[src/rtl/ss_crosb_pkg.sv]
// Shared types and helpers for the crossbar arbitration slice.
// Provides the arbiter state enum, the ceiling-log2 helper and the input-count limit.
package ss_crosb_pkg;

  localparam int CROSB_MAX_INPUTS = 10;

  typedef enum logic {
    ARB_IDLE   = 1'b0,
    ARB_LOCKED = 1'b1
  } arb_state_t;

  // Ceiling log2, never below 1 so a select port always has at least one bit.
  function automatic int log2(input int value);
    int r;
    r = 0;
    while ((1 << r) < value) r++;
    return (r < 1) ? 1 : r;
  endfunction

endpackage

[src/rtl/ss_1h_to_b.sv]
// Crossbar one-hot to binary encoder; an all-zero input decodes to index 0.
// Works by OR-ing the indices of set bits, so it is one gate level deep per output bit.
module ss_1h_to_b
  import ss_crosb_pkg::*;
#(
  parameter int input_width  = 4,
  parameter int output_width = log2(input_width)
) (
  input  logic [input_width-1:0]  i_onehot,
  output logic [output_width-1:0] o_bin
);

  always_comb begin
    o_bin = '0;
    for (int k = 0; k < input_width; k++) begin
      if (i_onehot[k]) o_bin = o_bin | output_width'(k);
    end
  end

endmodule

[src/rtl/ss_crosb_rr_arb.sv]
// Per-output-port packet-locked round-robin arbiter: one-hot grant held from
// head arbitration until the tail flit transfers, plus its binary mux select.
module ss_crosb_rr_arb
  import ss_crosb_pkg::*;
#(
  parameter int N_INPUTS = 4,
  parameter int SEL_W    = log2(N_INPUTS)
) (
  input  logic                i_clk,
  input  logic                i_rst,
  input  logic [N_INPUTS-1:0] i_req,
  input  logic                i_xfer,
  input  logic                i_tail,
  output logic [N_INPUTS-1:0] o_gnt,
  output logic                o_gnt_valid,
  output logic [SEL_W-1:0]    o_sel,
  output logic                o_err
);

  if (N_INPUTS < 2 || N_INPUTS > CROSB_MAX_INPUTS) begin : g_bad_inputs
    $error("ss_crosb_rr_arb: N_INPUTS=%0d outside 2..%0d", N_INPUTS, CROSB_MAX_INPUTS);
  end
  if (SEL_W < log2(N_INPUTS)) begin : g_bad_sel_w
    $error("ss_crosb_rr_arb: SEL_W=%0d too narrow for N_INPUTS=%0d", SEL_W, N_INPUTS);
  end

  arb_state_t            state_p0, state_p1;
  logic [N_INPUTS-1:0]   gnt_p0, gnt_p1;
  logic [SEL_W-1:0]      ptr_p0, ptr_p1;
  logic                  err_p0, err_p1;

  logic [N_INPUTS-1:0]   above_ptr;
  logic [2*N_INPUTS-1:0] dbl_req;
  logic [SEL_W-1:0]      pick_idx;

  // Rotating priority: the lower half holds requests strictly above ptr, the
  // upper half all requests, so the lowest set bit is the first one after ptr.
  always_comb begin
    above_ptr = '0;
    for (int k = 0; k < N_INPUTS; k++) begin
      above_ptr[k] = (k > int'(ptr_p1));
    end
    dbl_req  = {i_req, i_req & above_ptr};
    pick_idx = '0;
    for (int k = 2*N_INPUTS-1; k >= 0; k--) begin
      if (dbl_req[k]) pick_idx = (k >= N_INPUTS) ? SEL_W'(k - N_INPUTS) : SEL_W'(k);
    end
  end

  always_comb begin
    state_p0 = state_p1;
    gnt_p0   = gnt_p1;
    ptr_p0   = ptr_p1;
    err_p0   = err_p1;
    case (state_p1)
      ARB_IDLE: begin
        if (i_xfer) err_p0 = 1'b1;
        if (|i_req) begin
          gnt_p0   = N_INPUTS'(1) << pick_idx;
          ptr_p0   = pick_idx;
          state_p0 = ARB_LOCKED;
        end
      end
      ARB_LOCKED: begin
        // Only a transferred tail ends the packet; request drops are ignored.
        if (i_xfer && i_tail) begin
          gnt_p0   = '0;
          state_p0 = ARB_IDLE;
        end
      end
      default: begin
        gnt_p0   = '0;
        state_p0 = ARB_IDLE;
      end
    endcase
  end

  // Stage p0 -> p1: registered arbitration state and grant.
  always_ff @(posedge i_clk or posedge i_rst) begin
    if (i_rst) begin
      state_p1 <= ARB_IDLE;
      gnt_p1   <= '0;
      ptr_p1   <= SEL_W'(N_INPUTS - 1);
      err_p1   <= 1'b0;
    end else begin
      state_p1 <= state_p0;
      gnt_p1   <= gnt_p0;
      ptr_p1   <= ptr_p0;
      err_p1   <= err_p0;
    end
  end

  assign o_gnt       = gnt_p1;
  assign o_gnt_valid = |gnt_p1;
  assign o_err       = err_p1;

  ss_1h_to_b #(
    .input_width  (N_INPUTS),
    .output_width (SEL_W)
  ) u_sel_enc (
    .i_onehot (gnt_p1),
    .o_bin    (o_sel)
  );

endmodule

[config.mk]
export PLATFORM = sky130hd
export DESIGN_NAME = ss_crosb_rr_arb
export DESIGN_NICKNAME = d
export VERILOG_FILES = /design/src/rtl/ss_crosb_pkg.sv /design/src/rtl/ss_1h_to_b.sv /design/src/rtl/ss_crosb_rr_arb.sv
export SDC_FILE = /design/constraint.sdc
export NUM_CORES = 1
export LEC_CHECK = 0
export CAP_MARGIN = 5
export CORE_AREA = 2 2 39 41
export CTS_BUF_LIST = sky130_fd_sc_hd__clkbuf_8
export DETAILED_ROUTE_END_ITERATION = 6
export DIE_AREA = 0 0 41 43
export GPL_ROUTABILITY_DRIVEN = 0
export PLACE_DENSITY = 0.68
export SYNTH_ARGS = -nofsm -noshare
export SYNTH_HDL_FRONTEND = slang
export SYNTH_HIERARCHICAL = 1
export SYNTH_SLANG_ARGS = --single-unit
[constraint.sdc]
create_clock -name i_clk -period 1.6 [get_ports i_clk]
set_input_delay 0.32 -clock i_clk [delete_from_list [all_inputs] [get_ports i_clk]]
set_output_delay 0.32 -clock i_clk [all_outputs]
set_load 0.05 [all_outputs]
=== Word-level counts from Yosys, hierarchy flattened ===
Index checks and enable logic that the tools add are counted.

* Register bits: 8
* Bits of input ports: 8
* Output and inout bits: 8
* Word-level logic and storage cells: 35

* Magnitude comparators: 3
* Equality and inequality tests: 2
* Shift operators: 1
* Muxes and demuxes: 17
* Bitwise logic cells: 2
* Reduce and logical (&&, ||, !) cells: 6

{| class="wikitable"
|+ Operators by type and width
! kind !! number
|-
| $mux W2 || 10
|-
| $mux W4 || 2
|-
| $pmux W4 S2 || 1
|-
| $reduce_or A4 Y1 || 2
|-
| $reduce_and A2 Y1 || 3
|-
| $and A4 B4 Y4 || 1
|-
| $gt A2 B2 Y1 const A || 2
|-
| $shl A1 B2 Y4 const A || 1
|-
| $mux W1 || 3
|-
| $gt A1 B2 Y1 const A || 1
|-
| $ne A2 B1 Y1 const B || 1
|-
| $ne A2 B2 Y1 const B || 1
|-
| $pmux W1 S2 || 1
|-
| $logic_and A1 B1 Y1 || 1
|-
| $not A1 Y1 || 1
|}

=== Depth between registers and ports, before layout ===
* Depth after elaboration: 11
* Mapped depth: 5
* Gate-level depth less buffers: 4

=== Modules after synthesis ===
The synthesis kept the hierarchy.

{| class="wikitable"
|+ By module, submodules not included
! module !! times used !! cells each !! area each (um2) !! seq. area each (um2)
|-
| ss_crosb_rr_arb || 1 || 47 || 475.5 || 202.7
|-
| ss_1h_to_b || 1 || 2 || 12.5 || 0.0
|}

=== Worst setup path after synthesis ===
Ideal clock, no wire load.

* Path kind: register to output
* Start: register gnt_p1[2] (netlist: o_gnt[2])
* End: output port o_gnt_valid
* Arrival time: 1.392 ns
* Required time: 1.280 ns
* Slack: -0.112 ns
* Cell stages (with the launch flop): 2
* Path buffers: 0
* Cells stage by stage: dfrtp_1 -> or4_1

* Cells in the longest elaborated chain, start to end: 1

{| class="wikitable"
|+ Ends and longest elaborated chain
! what !! line !! text
|-
| start, declared || ss_crosb_rr_arb.sv:28 || <nowiki>logic [N_INPUTS-1:0] gnt_p0, gnt_p1;</nowiki>
|-
| start signal, assigned || ss_crosb_rr_arb.sv:87 || <nowiki>gnt_p1 <= gnt_p0;</nowiki>
|-
| $reduce_or A4 Y1 || ss_crosb_rr_arb.sv:94 || <nowiki>assign o_gnt_valid = |gnt_p1;</nowiki>
|-
| end, declared || ss_crosb_rr_arb.sv:15 || <nowiki>output logic o_gnt_valid,</nowiki>
|}

Every way passes these cells.

=== Worst setup path in the final report ===
Ends and elaborated chain as after synthesis.

==> impl_summary.txt <==
----------------------------------------------------
[Status]
  Outcome ... finished, violations left
  Failing checks ... setup timing

[Floorplan]
  # rows ... 14
  Initial core utilization ... 35.3%
  Core region area ... between 1000 and 1500 sq um
  Width of the chip ... around 40 um
  Die Height ... about 43 um
  DIE AREA ... about 1800 sq um
  Number of top-level pins ... 16

[Timing]
  Final Hold Viols ... 0
  Worst Clk Skew ... between 6 and 7 ps
  Final total negative setup slack ... -41.1 ps
  Setup Viol. Count Final ... 1
  Max-slew violation total from the final report ... 0
  Least-Margin Pin Slew ... approximately 430 ps
  Fmax ... approximately 600 MHz
  Final period demand of the worst path ... approximately 1600 ps
  Setup ws final ... -41.1 ps
  RSZ-0062 raised after global routing ... true
  Max_slew headroom ... just over 70%
  Crit share post-route ... 103%

[Detailed routing]
  Total Wirelength ... between 1000 and 1500 um
  Via density ... 5.04
  Drt wl/cell ... roughly 12 um
  Total via count in the routed design ... around 500
  Starting DRC count in detailed routing ... 6
  Detailed-router iteration count before antenna repair ... 4
  Remaining number of nets flagged by the antenna check after routing ... 0
  Number of DRC violations after detailed routing ... 0

[Pwr]
  Peak supply drop ... 0.858 mV
  Overall power ... 0.00108 W
  Power per cell area ... about 1300 nW/um^2
  Leak ... slightly below 0.4 nW

[GRT]
  Initial antenna violation count ... 0
  Via count of the first global-routing pass ... 480
  Global-route congestion overflow total ... 0
  Gr usage total ... ~17%
  Maximum number of pins on one net before global-route repair ... 9
  Wire length of the first global-routing pass ... ~2000 um

[Logic synthesis]
  Dominant combinational cell family by area after synthesis ... compound AO/OA/AOI/OAI gates
  Mean instance size in the synthesized netlist ... approximately 10 sq um
  Number of instances in the synthesized netlist ... 49
  Net Count, Synth ... 57
  Simple-gate area share of the yosys netlist ... ~23%
  Flops & latches, synth ... 8
  Post-Synth Adder-Cell Area ... 0%
  Multiplexer share of the synthesized area ... approximately 2.1%
  Synthesized-area fraction occupied by xor and xnor cells ... 0%
  Syn Std Cell Area ... ~490 sq um
  Number of distinct library cell variants in the gate-level netlist after synthesis ... 27
  Post-synthesis sequential area ratio ... around 42%
  Area fraction in compound gates after synthesis ... 26.4%
  Number of warnings issued by yosys ... 6

[Finish]
  Fin util ... approximately 61%
  Cell area after layout ... 841 sq um
  # diodes ... 0
  Post-layout net count ... between 90 and 100
  Synthesis-to-layout area growth ... 72.3%
  Fraction of layout instances using a drive strength above 1 ... 46.3%
  Final non-filler cell total ... 98

[Clocking]
  Number of clock sinks ... 8
  Clock buffers created by TritonCTS ... 3
  Clock tree from TritonCTS ... yes
  Source-to-sink clock delay at the later pin of the worst-skew pair ... 230 ps
  Total number of H-tree levels ... 1
  Reg clk slew, reported paths ... about 40 ps
  Cell chosen for the clock root ... clkbuf_8
  Clock buffer depth ... 2
  Number of hold-repair buffers added at the cts stage ... 0

[Setup path]
  Startpoint Class ... flip-flop
  Setup slack of the worst register-to-register path ... about 120 ps
  Required @ worst endpoint ... between 1000 and 1500 ps
  Critical path class ... flip-flop to output port
  Maximum fanout encountered on the critical timing path ... 2
  R2r worst-path depth ... 5
  Element type at the critical path end ... output port
  Beginning of the worst register-to-register path ... ptr_p1[0]
  Setup crit start ... o_gnt[2]
  Critical path data arrival time ... 1320 ps
  Reg-to-Reg End ... o_gnt[1]
  Endpoint of the worst setup timing path ... o_gnt_valid

[Placed design]
  Hpwl dp ... around 900 um
  Buffers on Ports ... 15
  Standard cell area after detailed placement ... roughly 740 sq um
  Number of cells in the design after placement ... between 80 and 90

[Min path]
  Classification of the worst-slack hold path ... input port to async pin

[Job]
  Max_cap viols ... 0

----------------------------------------------------
[layout make-up]
type | instances | area, sq um
sequential | 8 | 203
timing repair buffer | 31 | 294
tap | 16 | 20.0
clock buffer | 3 | 41.3
multi-input combinational | 36 | 268
fill | 126 | 543
inverter | 3 | 11.3
clock inverter | 1 | 3.75
[synth_stat cells, drive strengths merged]
cell     count  area, sq um
a21boi       1         7.51
dfrtp        6          150
mux2i        1         10.0
and3         1         7.51
nor2         1         3.75
a2111oi      1         15.0
or4          1         7.51
a21o         1         7.51
inv          3         11.3
nand3        3         15.0
dfstp        2         52.6
or2          4         25.0
o22ai        1         6.26
o31ai        2         28.8
a21oi        3         15.0
buf          2         22.5
nor2b        2         12.5
o21ai        4         20.0
a31o         2         17.5
nor4         1         12.5
nand2        5         18.8
and3b        1         10.0
o221a        1         11.3
[through the flow]
stage	hold slack, ps	setup WS [ps]
2_1_floorplan	134	12.5
3_3_place_gp	440	-308
3_5_place_dp	445	-322
4_1_cts	348	-36.3
5_1_grt	372	-58.1
6_report	332	-41.1
[critical path, cell delays in order, from the launching register on]
cell     delay, ps
dfrtp_1        380
or4_4          550
buf_8          170
[worst min-delay path by stage]
stage | from | to | slack, ps | depth (start not counted)
5_1_grt | i_rst | o_gnt[1] | 370 | 2
4_1_cts | i_rst | o_gnt[1] | 350 | 2
6_report | i_rst | o_gnt[1] | 330 | 2
3_5_place_dp | o_err | o_err | 450 | 1
3_3_place_gp | o_err | o_err | 440 | 1
2_1_floorplan | i_rst | o_err | 130 | 1
[logic make-up (layout without fill, tap and decap cells)]
group,count (synthesis),in the layout
DFF,8,8
muxes,1,1
AOI/OAI and AO/OA,16,16
buffers and inverters,5,38
and+or+nand+nor,19,19
[repair_timing]
item	in CTS	in global routing
setup buffers	3	2
resized for setup	7	2
setup endpoints to repair	3	2
hold endpoints to repair	0	0
pin swaps	1	1
[routing by layer]
| metal | vias to the layer above | global-route usage (%) | routed length (um) | share of wire (%) |
|---|---|---|---|---|
| met4 | 0 | 6.00 | 12 | 0.99 |
| met1 | 237 | 20.6 | 490 | 40 |
| met5 | - | 0 | 0 | 0 |
| met3 | 2 | 4.71 | 39 | 3.2 |
| met2 | 12 | 27.2 | 675 | 55 |
| li1 | 243 | - | - | - |
[registers in the layout, indices dropped and copies added (netlist names)]
register and cells:
state_p1 1, o_err 1, ptr_p1 2, o_gnt 4
[power breakdown]
group          switching (W)  leakage, nW  internal (W)
Sequential         0.0000468       0.0936      0.000248
Combinational       0.000291        0.272      0.000253
Clock              0.0000758       0.0269      0.000166
Total               0.000413        0.393      0.000667
[cell usage in the layout, fill, tap and decap left out, drive strengths merged, types with 2 or more instances in the layout]
| cell | Yosys | layout |
|---|---|---|
| a21oi | 3 | 3 |
| a31o | 2 | 2 |
| buf | 2 | 24 |
| clkbuf | 0 | 3 |
| clkdlybuf4s50 | 0 | 3 |
| dfrtp | 6 | 6 |
| dfstp | 2 | 2 |
| dlygate4sd2 | 0 | 4 |
| inv | 3 | 4 |
| nand2 | 5 | 5 |
| nand3 | 3 | 3 |
| nor2b | 2 | 2 |
| o21ai | 4 | 4 |
| o31ai | 2 | 2 |
| or2 | 4 | 4 |
(Power assumes the default switching activity.)
